File: src/rtl/ffo_normalize_pipe.sv
// Two-stage leading/trailing-one finder and normaliser with valid/ready flow control.
// S1 registers per-nibble summaries; S2 picks the winning nibble, builds the index and shifts.
module ffo_normalize_pipe #(
    parameter  int WIDTH = 24,
    localparam int IDX_W = $clog2(WIDTH)
) (
    input  logic             clock,
    input  logic             reset,
    input  logic             in_valid,
    output logic             in_ready,
    input  logic [WIDTH-1:0] in_word,
    input  logic             in_lsb_mode,
    output logic             out_valid,
    input  logic             out_ready,
    output logic             out_found,
    output logic [IDX_W-1:0] out_index,
    output logic [IDX_W-1:0] out_shift,
    output logic [WIDTH-1:0] out_norm
);
    localparam int NIB = (WIDTH + 3) / 4;
    localparam int PW  = NIB * 4;

    // Handshake: a stage advances when it is empty or its successor advances.
    // Inputs transfer on in_valid & in_ready; results leave on out_valid & out_ready.
    logic s1_adv, s2_adv;

    logic                     s1_valid_q;
    logic [WIDTH-1:0]         s1_word_q;
    logic                     s1_lsb_q;
    logic [NIB-1:0]           s1_any_q, s1_any_d;
    logic [NIB-1:0][1:0]      s1_sub_q, s1_sub_d;

    logic                     s2_valid_q;
    logic                     s2_found_q, s2_found_d;
    logic [IDX_W-1:0]         s2_index_q, s2_index_d;
    logic [IDX_W-1:0]         s2_shift_q, s2_shift_d;
    logic [WIDTH-1:0]         s2_norm_q, s2_norm_d;

    logic [PW-1:0]            padded;
    logic [3:0]               nib;
    int                       win_idx;

    assign s2_adv   = !s2_valid_q || out_ready;
    assign s1_adv   = !s1_valid_q || s2_adv;
    assign in_ready = s1_adv;

    // Sub-index inside each nibble already reflects the search direction of its word.
    always_comb begin
        padded   = PW'(in_word);
        nib      = '0;
        s1_any_d = '0;
        s1_sub_d = '0;
        for (int n = 0; n < NIB; n++) begin
            nib         = padded[4*n +: 4];
            s1_any_d[n] = |nib;
            if (in_lsb_mode) begin
                s1_sub_d[n] = nib[0] ? 2'd0 : nib[1] ? 2'd1 : nib[2] ? 2'd2 : 2'd3;
            end else begin
                s1_sub_d[n] = nib[3] ? 2'd3 : nib[2] ? 2'd2 : nib[1] ? 2'd1 : 2'd0;
            end
        end
    end

    // MSB mode lets later (higher) nibbles overwrite; LSB mode keeps the first hit.
    always_comb begin
        s2_found_d = 1'b0;
        win_idx    = 0;
        s2_index_d = '0;
        s2_shift_d = '0;
        s2_norm_d  = '0;
        for (int n = 0; n < NIB; n++) begin
            if (s1_any_q[n] && (!s1_lsb_q || !s2_found_d)) begin
                s2_found_d = 1'b1;
                win_idx    = n * 4 + int'(s1_sub_q[n]);
            end
        end
        if (s2_found_d) begin
            s2_index_d = IDX_W'(win_idx);
            if (s1_lsb_q) begin
                s2_shift_d = s2_index_d;
                s2_norm_d  = s1_word_q >> s2_shift_d;
            end else begin
                s2_shift_d = IDX_W'(WIDTH - 1) - s2_index_d;
                s2_norm_d  = s1_word_q << s2_shift_d;
            end
        end
    end

    always_ff @(posedge clock or posedge reset) begin
        if (reset) begin
            s1_valid_q <= 1'b0;
            s1_word_q  <= '0;
            s1_lsb_q   <= 1'b0;
            s1_any_q   <= '0;
            s1_sub_q   <= '0;
        end else if (s1_adv) begin
            s1_valid_q <= in_valid;
            if (in_valid) begin
                s1_word_q <= in_word;
                s1_lsb_q  <= in_lsb_mode;
                s1_any_q  <= s1_any_d;
                s1_sub_q  <= s1_sub_d;
            end
        end
    end

    always_ff @(posedge clock or posedge reset) begin
        if (reset) begin
            s2_valid_q <= 1'b0;
            s2_found_q <= 1'b0;
            s2_index_q <= '0;
            s2_shift_q <= '0;
            s2_norm_q  <= '0;
        end else if (s2_adv) begin
            s2_valid_q <= s1_valid_q;
            if (s1_valid_q) begin
                s2_found_q <= s2_found_d;
                s2_index_q <= s2_index_d;
                s2_shift_q <= s2_shift_d;
                s2_norm_q  <= s2_norm_d;
            end
        end
    end

    assign out_valid = s2_valid_q;
    assign out_found = s2_found_q;
    assign out_index = s2_index_q;
    assign out_shift = s2_shift_q;
    assign out_norm  = s2_norm_q;

endmodule
File: config.mk
export PLATFORM = sky130hd
export DESIGN_NAME = ffo_normalize_pipe
export DESIGN_NICKNAME = d
export VERILOG_FILES = /design/src/rtl/ffo_normalize_pipe.sv
export SDC_FILE = /design/constraint.sdc
export NUM_CORES = 1
export LEC_CHECK = 0
export CORE_ASPECT_RATIO = 1.4
export CORE_MARGIN = 8
export CORE_UTILIZATION = 35
export CTS_CLUSTER_SIZE = 28
export DETAILED_ROUTE_END_ITERATION = 6
export GPL_ROUTABILITY_DRIVEN = 1
export PLACE_DENSITY = 0.65
export SKIP_CTS_REPAIR_TIMING = 1
export SYNTH_ARGS = -nofsm -noshare
export SYNTH_HDL_FRONTEND = slang
export SYNTH_SLANG_ARGS = --single-unit
File: constraint.sdc
create_clock -name clock -period 2.85 [get_ports clock]
set_input_delay 0.57 -clock clock [delete_from_list [all_inputs] [get_ports clock]]
set_output_delay 0.57 -clock clock [all_outputs]
set_load 0.005 [all_outputs]
==> results of run 1 <==
[kinds of logic (layout without fill, tap and decap cells)]
kind of cell,after synthesis,count (layout),synth area share [%]
buffers and inverters,64,235,5.30
muxes,83,83,15.6
and+or+nand+nor,209,209,17.7
DFF,79,79,32.8
AOI/OAI and AO/OA,233,233,28.1
xor gates and xnor gates,3,3,0.436
[how the worst min path moves through the flow]
stage | from | to | slack [ns]
final | out_found | out_found | 0.47
after global placement | out_found | out_found | 0.46
after global routing | out_found | out_found | 0.49
after detailed placement | out_found | out_found | 0.46
after floorplan | s1_sub_q[8] | s1_sub_q[8] | 0.44
after CTS | out_found | out_found | 0.48
[metrics by stage]
stage	total power [W]	instance area (um2)	TNS, ns	instances
detailed placement	0.00559	7700	-0.696	1005
floorplan	0.00372	6020	0	671
global route	0.00789	8630	-1.99	1045
CTS	0.00694	8040	-1.07	1019
finish	0.00752	8630	-0.0572	1045
global placement	0.00558	7700	-0.604	1005
[routing by layer]
| metal | GRT usage, % | wire length (um) | up-vias |
|---|---|---|---|
| met4 | 14.3 | 1600 | 0 |
| met1 | 23.7 | 8900 | 3050 |
| li1 | - | - | 2913 |
| met2 | 35.4 | 11400 | 300 |
| met3 | 3.13 | 1390 | 106 |
| met5 | 0 | 0 | - |
[critical path, delay by kind of cell, from the launching register on]
kind                   cells  cell delay (ns)
AO/OA/AOI/OAI              3             0.98
buffers and inverters      3             0.54
multiplexers               2             0.47
flip-flops                 1             0.44
AND/OR/NAND/NOR            3             0.34
[final cells by class]
cell class / instances / area (um2) / share of cell area [%]
Clock buffer: 10 / 239 / 2.77
Clock inverter: 4 / 95.1 / 1.10
Inverter: 10 / 38.8 / 0.450
Multi-Input combinational cell: 528 / 4080 / 47.2
Sequential cell: 79 / 1980 / 23.0
Tap cell: 203 / 254 / 2.94
Timing Repair Buffer: 211 / 1940 / 22.5
[cell usage after synthesis (8+ instances only)]
master    instances  area share, %
dfrtp_1          79             33
nand3_1          23            1.9
nand2_1          84            5.2
nor2b_1          13            1.4
a21boi_0         10            1.2
inv_1             9           0.56
o211ai_1         30            3.7
mux2i_1          32            5.3
o21ai_0          49            4.1
mux2_2           45            8.4
a21oi_1          24            2.0
o221ai_1          8            1.2
nor2_1           23            1.4
clkbuf_1         30            1.9
nand4_1          19            2.0
o31ai_1          26            3.2
buf_4            10            1.2
[placed cells by master, fill, tap and decap left out, types with 6 or more instances in the layout]
cell type,instances
o21ai_1,9
clkdlybuf4s50_1,65
o211ai_1,30
buf_6,8
mux2i_2,9
a21o_1,6
nor2_1,22
a21boi_0,6
buf_12,12
a21oi_1,22
clkbuf_16,10
nand2_1,81
nand3_1,21
o31ai_1,22
buf_4,125
a211oi_1,6
dfrtp_1,76
nor4_1,6
mux2i_1,19
nand2b_1,6
mux2_2,44
o21ai_0,44
inv_1,8
nand4_1,19
nor2b_1,12
a32oi_1,6
[registers in the layout (all words and copies together), names as in the netlist]
register,cells
s1_word_q,24
s1_valid_q,1
out_shift,4
out_norm,24
s1_sub_q,12
out_found,1
s1_lsb_q,1
out_valid,1
out_index,5
s1_any_q,6
[power groups by stage]
stage	clock network, W	registers [W]	logic (W)
6_report	0.00133	0.00169	0.00450
5_1_grt	0.00139	0.00173	0.00478
4_1_cts	0.00135	0.00167	0.00392
3_5_place_dp	0	0.00169	0.00390
3_3_place_gp	0	0.00168	0.00390
2_1_floorplan	0	0.00162	0.00210
==> results.sh, run 1 <==
export IMPL_run_status="finished, violations left"
export IMPL_violations="negative setup slack"
export IMPL_synthArstFlopShare_pct=100
export IMPL_cts_root_buf="clkbuf_16"
export IMPL_setup_viol=4
export IMPL_pwr_share_clk_pct=17.7
export IMPL_power_frac_comb_pct=59.9
export IMPL_holdPathStages=2
export IMPL_relSlewSlack_pct=27.1
export IMPL_drtAntennaViolNets=0
export IMPL_seq_area_frac_synth_pct=32.8
export IMPL_numCtsBuffers=9
export IMPL_ys_types=74
export IMPL_cts_tree="done"
export IMPL_htree_levels=3
export IMPL_r2r_slack_ns=-0.04
export IMPL_grt_start_max_net_pins=45
export IMPL_coreArea_mm2=0.0168
export IMPL_floorplan_initialDensity_pct=35.8
export IMPL_skew_ns=0.00778
export IMPL_antenna_found_initial=0
export IMPL_switching_share_pct=39.5
export IMPL_crit_fanout=8
export IMPL_clk_latency_ns=0.35
export IMPL_post_route_min_period_ns=2.89
export IMPL_startpoint="s1_any_q[3]"
export IMPL_die_height_um=171
export IMPL_vias_per_cell=6.09
export IMPL_fillers=1579
export IMPL_max_slew_worst_pin_slew_ns=1.09
export IMPL_cap_violations=0
export IMPL_syn_to_final_growth_pct=43.3
export IMPL_pre_cts_ws_ns=-0.160
export IMPL_p_sw_w=0.00297
export IMPL_rsz0062_at_grt="true"
export IMPL_gp_congestion=0.958
export IMPL_num_antenna_cells=0
export IMPL_reg2reg_depth=11
export IMPL_crit_required_ns=3.09
export IMPL_dr_pass1_iters=6
export IMPL_portBuffers=65
export IMPL_ys_ff_latch=79
export IMPL_routed_wl_um=23300
export IMPL_crit_type="register to register"
export IMPL_synthFlopType="dfrtp_1"
export IMPL_syn_area_mm2=0.00602
export IMPL_cp_slowest_cell="dfrtp_2"
export IMPL_whs_ns=0.469
export IMPL_endpoint_kind="register"
export IMPL_crit_top_cell="mux2_2"
export IMPL_max_freq_mhz=346
export IMPL_p_leak_nw=3.57
export IMPL_pin_count=66
export IMPL_die_w_um=127
export IMPL_yosysWarnings=0
export IMPL_worstPathCellList="buf_6 > o41ai_4 > buf_4 > nand3b_4 > and2_4 > a21boi_4 > buf_12 > mux2_2 > nand3_2 > mux2_2 > a221o_1"
export IMPL_timing_rr_end="out_norm[4]"
export IMPL_post_route_util_pct=51.3
export IMPL_cpPeakStageDelay_ns=0.44
export IMPL_synth_fp_nets=700
export IMPL_finalHoldViolations=0
export IMPL_fin_nets=868
export IMPL_syn_area_per_cell_um2=8.97
export IMPL_arrival_ns=3.13
export IMPL_via_count=6369
export IMPL_setup_slack_ns=-0.0399
export IMPL_synth_edff_count=0
export IMPL_crit_path_start_kind="register"
export IMPL_power_frac_seq_pct=22.4
export IMPL_post_drt_wl_per_cell_um=22.3
export IMPL_synthCells=671
export IMPL_die_area_mm2=0.0217
export IMPL_regToRegStartpoint="s1_any_q[3]"
export IMPL_hold_class="register to register"
export IMPL_power_density_mw_per_mm2=872
export IMPL_min_period_over_period_pct=101
export IMPL_clk_pin_slew_ns=0.06
export IMPL_drt_initial_drc_count=556
export IMPL_drive_above_1_share_pct=34.6
export IMPL_ir_drop_mv=0.401
export IMPL_drc=0
export IMPL_grt_pass1_vias=6138
export IMPL_overflow=0
export IMPL_cts_path_max_buffers=2
export IMPL_cts_sinks=79
export IMPL_grt_pass1_wl_um=35000
export IMPL_cp_endpoint="out_norm[4]"
export IMPL_num_rows=56
export IMPL_p_int_w=0.00455
export IMPL_drv_slew=0
export IMPL_dp_hpwl_um=17600
export IMPL_track_usage_pct=20.8
Note: power is estimated with default switching activity, not from simulation.
==> run 2: changes to the inputs <==
--- a/config.mk
+++ b/config.mk
@@ -5,6 +5,7 @@
 export SDC_FILE = /design/constraint.sdc
 export NUM_CORES = 1
 export LEC_CHECK = 0
+export CAP_MARGIN = 20
 export CORE_ASPECT_RATIO = 1.4
 export CORE_MARGIN = 8
 export CORE_UTILIZATION = 35
==> results.sh, run 2 (synthesis results as in run 1) <==
export IMPL_switching_share_pct=39.3
export IMPL_die_height_um=171
export IMPL_fin_nets=863
export IMPL_dr_pass1_iters=6
export IMPL_portBuffers=65
export IMPL_drc=0
export IMPL_cap_violations=0
export IMPL_cp_slowest_cell="o41ai_2"
export IMPL_floorplan_initialDensity_pct=35.8
export IMPL_max_slew_worst_pin_slew_ns=0.813
export IMPL_crit_family="compound AO/OA/AOI/OAI gates"
export IMPL_crit_required_ns=3.12
export IMPL_crit_type="register to register"
export IMPL_p_sw_w=0.00296
export IMPL_power_density_mw_per_mm2=874
export IMPL_numCtsBuffers=9
export IMPL_fillers=1578
export IMPL_min_period_over_period_pct=99.8
export IMPL_arrival_ns=3.12
export IMPL_layout_commonest_cell="buf_4"
export IMPL_num_antenna_cells=0
export IMPL_num_rows=56
export IMPL_grt_pass1_vias=6138
export IMPL_dp_cells=1005
export IMPL_rsz0062_at_grt="true"
export IMPL_cts_tree="done"
export IMPL_p_leak_nw=3.58
export IMPL_gp_congestion=0.958
export IMPL_p_int_w=0.00457
export IMPL_cts_sinks=79
export IMPL_drive_above_1_share_pct=33.9
export IMPL_antenna_found_initial=0
export IMPL_die_area_mm2=0.0217
export IMPL_final_cells=1040
export IMPL_run_status="completed"
export IMPL_via_count=6345
export IMPL_crit_fanout=8
export IMPL_final_cell_mix="118 x buf_4, 81 x nand2_1, 76 x dfrtp_1, 65 x clkdlybuf4s50_1, 44 x o21ai_0"
export IMPL_setup_viol=0
export IMPL_overflow=0
export IMPL_pwr_share_clk_pct=17.7
export IMPL_power_w=0.00753
export IMPL_cts_root_buf="clkbuf_16"
export IMPL_power_frac_comb_pct=59.8
export IMPL_skew_ns=0.00778
export IMPL_grt_pass1_wl_um=35000
export IMPL_cpPeakStageDelay_ns=0.46
export IMPL_track_usage_pct=20.8
export IMPL_hold_class="register to register"
export IMPL_post_drt_wl_per_cell_um=22.2
export IMPL_clk_pin_slew_ns=0.06
export IMPL_htree_levels=3
export IMPL_grt_start_max_net_pins=45
export IMPL_vias_per_cell=6.10
export IMPL_endpoint_kind="register"
export IMPL_crit_path_start_kind="register"
export IMPL_post_route_min_period_ns=2.84
export IMPL_relSlewSlack_pct=45.6
export IMPL_dp_hpwl_um=17600
export IMPL_critPathBufInv=3
export IMPL_max_freq_mhz=352
export IMPL_power_frac_seq_pct=22.5
export IMPL_drv_slew=0
export IMPL_clk_latency_ns=0.36
export IMPL_drtAntennaViolNets=0
export IMPL_finalHoldViolations=0
export IMPL_pin_count=66
export IMPL_drt_initial_drc_count=511
export IMPL_die_w_um=127
export IMPL_worstPathCellList="buf_6 > o41ai_4 > buf_4 > nand3b_4 > nand2_1 > o21ai_4 > mux2i_2 > buf_4 > o41ai_2 > nand2_1 > o211ai_1"
export IMPL_ir_drop_mv=0.396
export IMPL_syn_to_final_growth_pct=43.1
export IMPL_cts_path_max_buffers=2
export IMPL_routed_wl_um=23000
export IMPL_coreArea_mm2=0.0168
[run 2: cell count changes in the layout (fill, tap and decap cells not counted), moves of 2 or more]
cell      before  now
buf_4        125  118
mux2_2        44   40
mux2_4         2    6
a21boi_0       6    4
a21boi_1       1    3
a21oi_4        3    1
mux2i_4        5    7
o21ai_1        9   11
o21ai_2        4    2
o31ai_2        3    5
[run 2: tightest hold or removal path, delay by kind of cell, from the launching register on]
family	cells	cell delay, ns
AND/OR/NAND/NOR	2	0.10
flip-flops	1	0.34
[run 2: final timing paths]
kind                              from  slack (ns)  depth (start not counted)      endpoint
min                          out_found        0.47                          2     out_found
max reg2reg                s1_any_q[3]       0.007                         11  out_norm[22]
min reg2reg                  out_found        0.47                          2     out_found
min in group asynchronous        reset        0.60                          2   out_norm[1]
max                        s1_any_q[3]       0.007                         11  out_norm[22]
max in group asynchronous        reset        1.57                          3      s1_lsb_q
[run 2: stage by stage]
step	TNS [ns]	cell area (um2)	hold slack (ns)	setup WS (ns)	utilization (%)
final	0	8620	0.469	0.00652	51.2
after global routing	-0.688	8620	0.489	-0.0749	51.2
after CTS	-1.07	8040	0.476	-0.171	47.8
after detailed placement	-0.696	7700	0.463	-0.160	45.8
after global placement	-0.604	7700	0.457	-0.149	45.8
after floorplan	0	6020	0.442	0.134	-
[run 2: power groups by stage]
stage	sequential, W	combinational [W]	clock, W
after floorplan	0.00162	0.00210	0
after global routing	0.00174	0.00476	0.00139
after global placement	0.00168	0.00390	0
after CTS	0.00167	0.00392	0.00135
final	0.00169	0.00451	0.00133
after detailed placement	0.00169	0.00390	0
[run 2: layout make-up]
type,instances,area [um2],area share [%]
Timing Repair Buffer,206,1920,22.3
Inverter,10,38.8,0.450
Multi-Input combinational cell,528,4090,47.4
Clock inverter,4,95.1,1.10
Clock buffer,10,239,2.77
Sequential cell,79,1980,23.0
Tap cell,203,254,2.95
[run 2: per-layer routing]
metal / track usage [%] / wire, um / vias to the layer above / part of all wire, %
met4: 14.3 / 1490 / 0 / 6.4
met2: 35.4 / 11300 / 291 / 49
met3: 3.13 / 1260 / 108 / 5.5
met1: 23.7 / 8990 / 3041 / 39
li1: - / - / 2905 / -
met5: 0 / 0 / - / 0
==> run 3: changes to the inputs <==
--- a/config.mk
+++ b/config.mk
@@ -11,7 +11,7 @@
 export CORE_UTILIZATION = 35
 export CTS_CLUSTER_SIZE = 28
 export DETAILED_ROUTE_END_ITERATION = 6
-export GPL_ROUTABILITY_DRIVEN = 1
+export GPL_ROUTABILITY_DRIVEN = 0
 export PLACE_DENSITY = 0.65
 export SKIP_CTS_REPAIR_TIMING = 1
 export SYNTH_ARGS = -nofsm -noshare
==> results.sh, run 3 (synthesis results as in run 1) <==
export IMPL_power_frac_comb_pct=60.0
export IMPL_post_drt_wl_per_cell_um=21.3
export IMPL_switching_share_pct=40.1
export IMPL_grt_pass1_vias=5912
export IMPL_cpPeakStageDelay_ns=0.52
export IMPL_grt_pass1_wl_um=32600
export IMPL_crit_type="register to register"
export IMPL_numCtsBuffers=9
export IMPL_antenna_found_initial=0
export IMPL_finalHoldViolations=0
export IMPL_pwr_share_clk_pct=17.0
export IMPL_post_route_min_period_ns=2.89
export IMPL_p_int_w=0.00437
export IMPL_dp_hpwl_um=16400
export IMPL_layout_commonest_cell="buf_4"
export IMPL_crit_family="compound AO/OA/AOI/OAI gates"
export IMPL_die_w_um=127
export IMPL_hold_class="register to register"
export IMPL_htree_levels=3
export IMPL_relSlewSlack_pct=50.6
export IMPL_ir_drop_mv=0.341
export IMPL_dr_pass1_iters=6
export IMPL_clk_pin_slew_ns=0.06
export IMPL_num_antenna_cells=0
export IMPL_fin_nets=840
export IMPL_run_status="finished, violations left"
export IMPL_max_slew_worst_pin_slew_ns=0.739
export IMPL_drv_slew=0
export IMPL_via_count=6235
export IMPL_portBuffers=65
export IMPL_grt_start_max_net_pins=80
export IMPL_num_rows=56
export IMPL_power_density_mw_per_mm2=861
export IMPL_holdPathStages=2
export IMPL_reg2reg_depth=10
export IMPL_die_height_um=171
export IMPL_fillers=1532
export IMPL_track_usage_pct=19.1
export IMPL_whs_ns=0.474
export IMPL_crit_fanout=8
export IMPL_coreArea_mm2=0.0168
export IMPL_path_depth=10
export IMPL_cp_slowest_cell="o41ai_4"
export IMPL_cap_violations=0
export IMPL_rsz0062_at_grt="true"
export IMPL_arrival_ns=3.13
export IMPL_overflow=0
export IMPL_p_leak_nw=3.45
export IMPL_cts_sinks=79
export IMPL_crit_required_ns=3.09
export IMPL_cts_tree="done"
export IMPL_max_freq_mhz=346
export IMPL_cts_path_max_buffers=2
export IMPL_worstPathCellList="o41ai_4 > buf_4 > nand3b_4 > and2_4 > a21boi_4 > clkbuf_16 > mux2_2 > nand3_1 > o21ai_0 > o31ai_2"
export IMPL_setup_slack_ns=-0.0381
export IMPL_power_w=0.00730
export IMPL_violations="negative setup slack"
export IMPL_drt_initial_drc_count=407
export IMPL_pre_cts_ws_ns=-0.127
export IMPL_drc=0
export IMPL_floorplan_initialDensity_pct=35.8
export IMPL_syn_to_final_growth_pct=40.9
export IMPL_p_sw_w=0.00293
export IMPL_vias_per_cell=6.12
export IMPL_routed_wl_um=21700
export IMPL_skew_ns=0.00944
export IMPL_cts_root_buf="clkbuf_16"
export IMPL_crit_path_start_kind="register"
export IMPL_endpoint_kind="register"
export IMPL_final_cell_mix="96 x buf_4, 81 x nand2_1, 76 x dfrtp_1, 65 x clkdlybuf4s50_1, 45 x o21ai_0"
export IMPL_min_period_over_period_pct=101
export IMPL_setup_viol=1
export IMPL_drtAntennaViolNets=0
export IMPL_power_frac_seq_pct=23.1
export IMPL_die_area_mm2=0.0217
export IMPL_drive_above_1_share_pct=33.6
export IMPL_pin_count=66
export IMPL_clk_latency_ns=0.35
export IMPL_critPathBufInv=2
run 3: power by group through the flow:
stage          sequential (W)  clock, W  combinational [W]
2_1_floorplan         0.00162         0            0.00210
4_1_cts               0.00167   0.00126            0.00375
6_report              0.00168   0.00124            0.00438
5_1_grt               0.00172   0.00130            0.00463
3_3_place_gp          0.00168         0            0.00371
3_5_place_dp          0.00169         0            0.00374
run 3: metal layers:
layer | vias up | GRT usage, % | part of all wire (%)
met3 | 96 | 4.25 | 7.0
met1 | 2980 | 21.8 | 39
met2 | 312 | 31.8 | 48
li1 | 2847 | - | -
met5 | - | 0 | 0
met4 | 0 | 12.5 | 5.6
run 3: worst reg2reg max path, cell delays in order, from the launching register on:
cell,delay (ns)
dfrtp_2,0.45
o41ai_4,0.52
buf_4,0.21
nand3b_4,0.07
and2_4,0.17
a21boi_4,0.26
clkbuf_16,0.22
mux2_2,0.38
nand3_1,0.09
o21ai_0,0.11
o31ai_2,0.29
run 3: path summary, 6_finish.rpt:
kind | slack (ns) | from | end
max | -0.04 | s1_any_q[0] | out_norm[5]
min | 0.47 | out_shift[1] | out_shift[1]
max reg2reg | -0.04 | s1_any_q[0] | out_norm[5]
min reg2reg | 0.47 | out_shift[1] | out_shift[1]
max in group asynchronous | 1.88 | reset | s1_any_q[0]
min in group asynchronous | 0.63 | reset | out_norm[1]
run 3: through the flow:
stage / instances / area (um2) / TNS (ns) / util (%)
after floorplan: 671 / 6020 / 0 / -
after global placement: 989 / 7560 / -0.428 / 45.0
after detailed placement: 989 / 7560 / -0.844 / 45.0
after CTS: 1005 / 7870 / -1.23 / 46.8
after global routing: 1019 / 8480 / -0.706 / 50.4
final: 1019 / 8480 / -0.0381 / 50.4
run 3: layout make-up:
cell class	count	area, um2	area share [%]
Tap cell	203	254	2.99
Clock buffer	10	229	2.70
Sequential cell	79	1980	23.4
Timing Repair Buffer	183	1730	20.4
Multi-Input combinational cell	528	4160	49.1
Clock inverter	6	85.1	1.00
Inverter	10	38.8	0.457
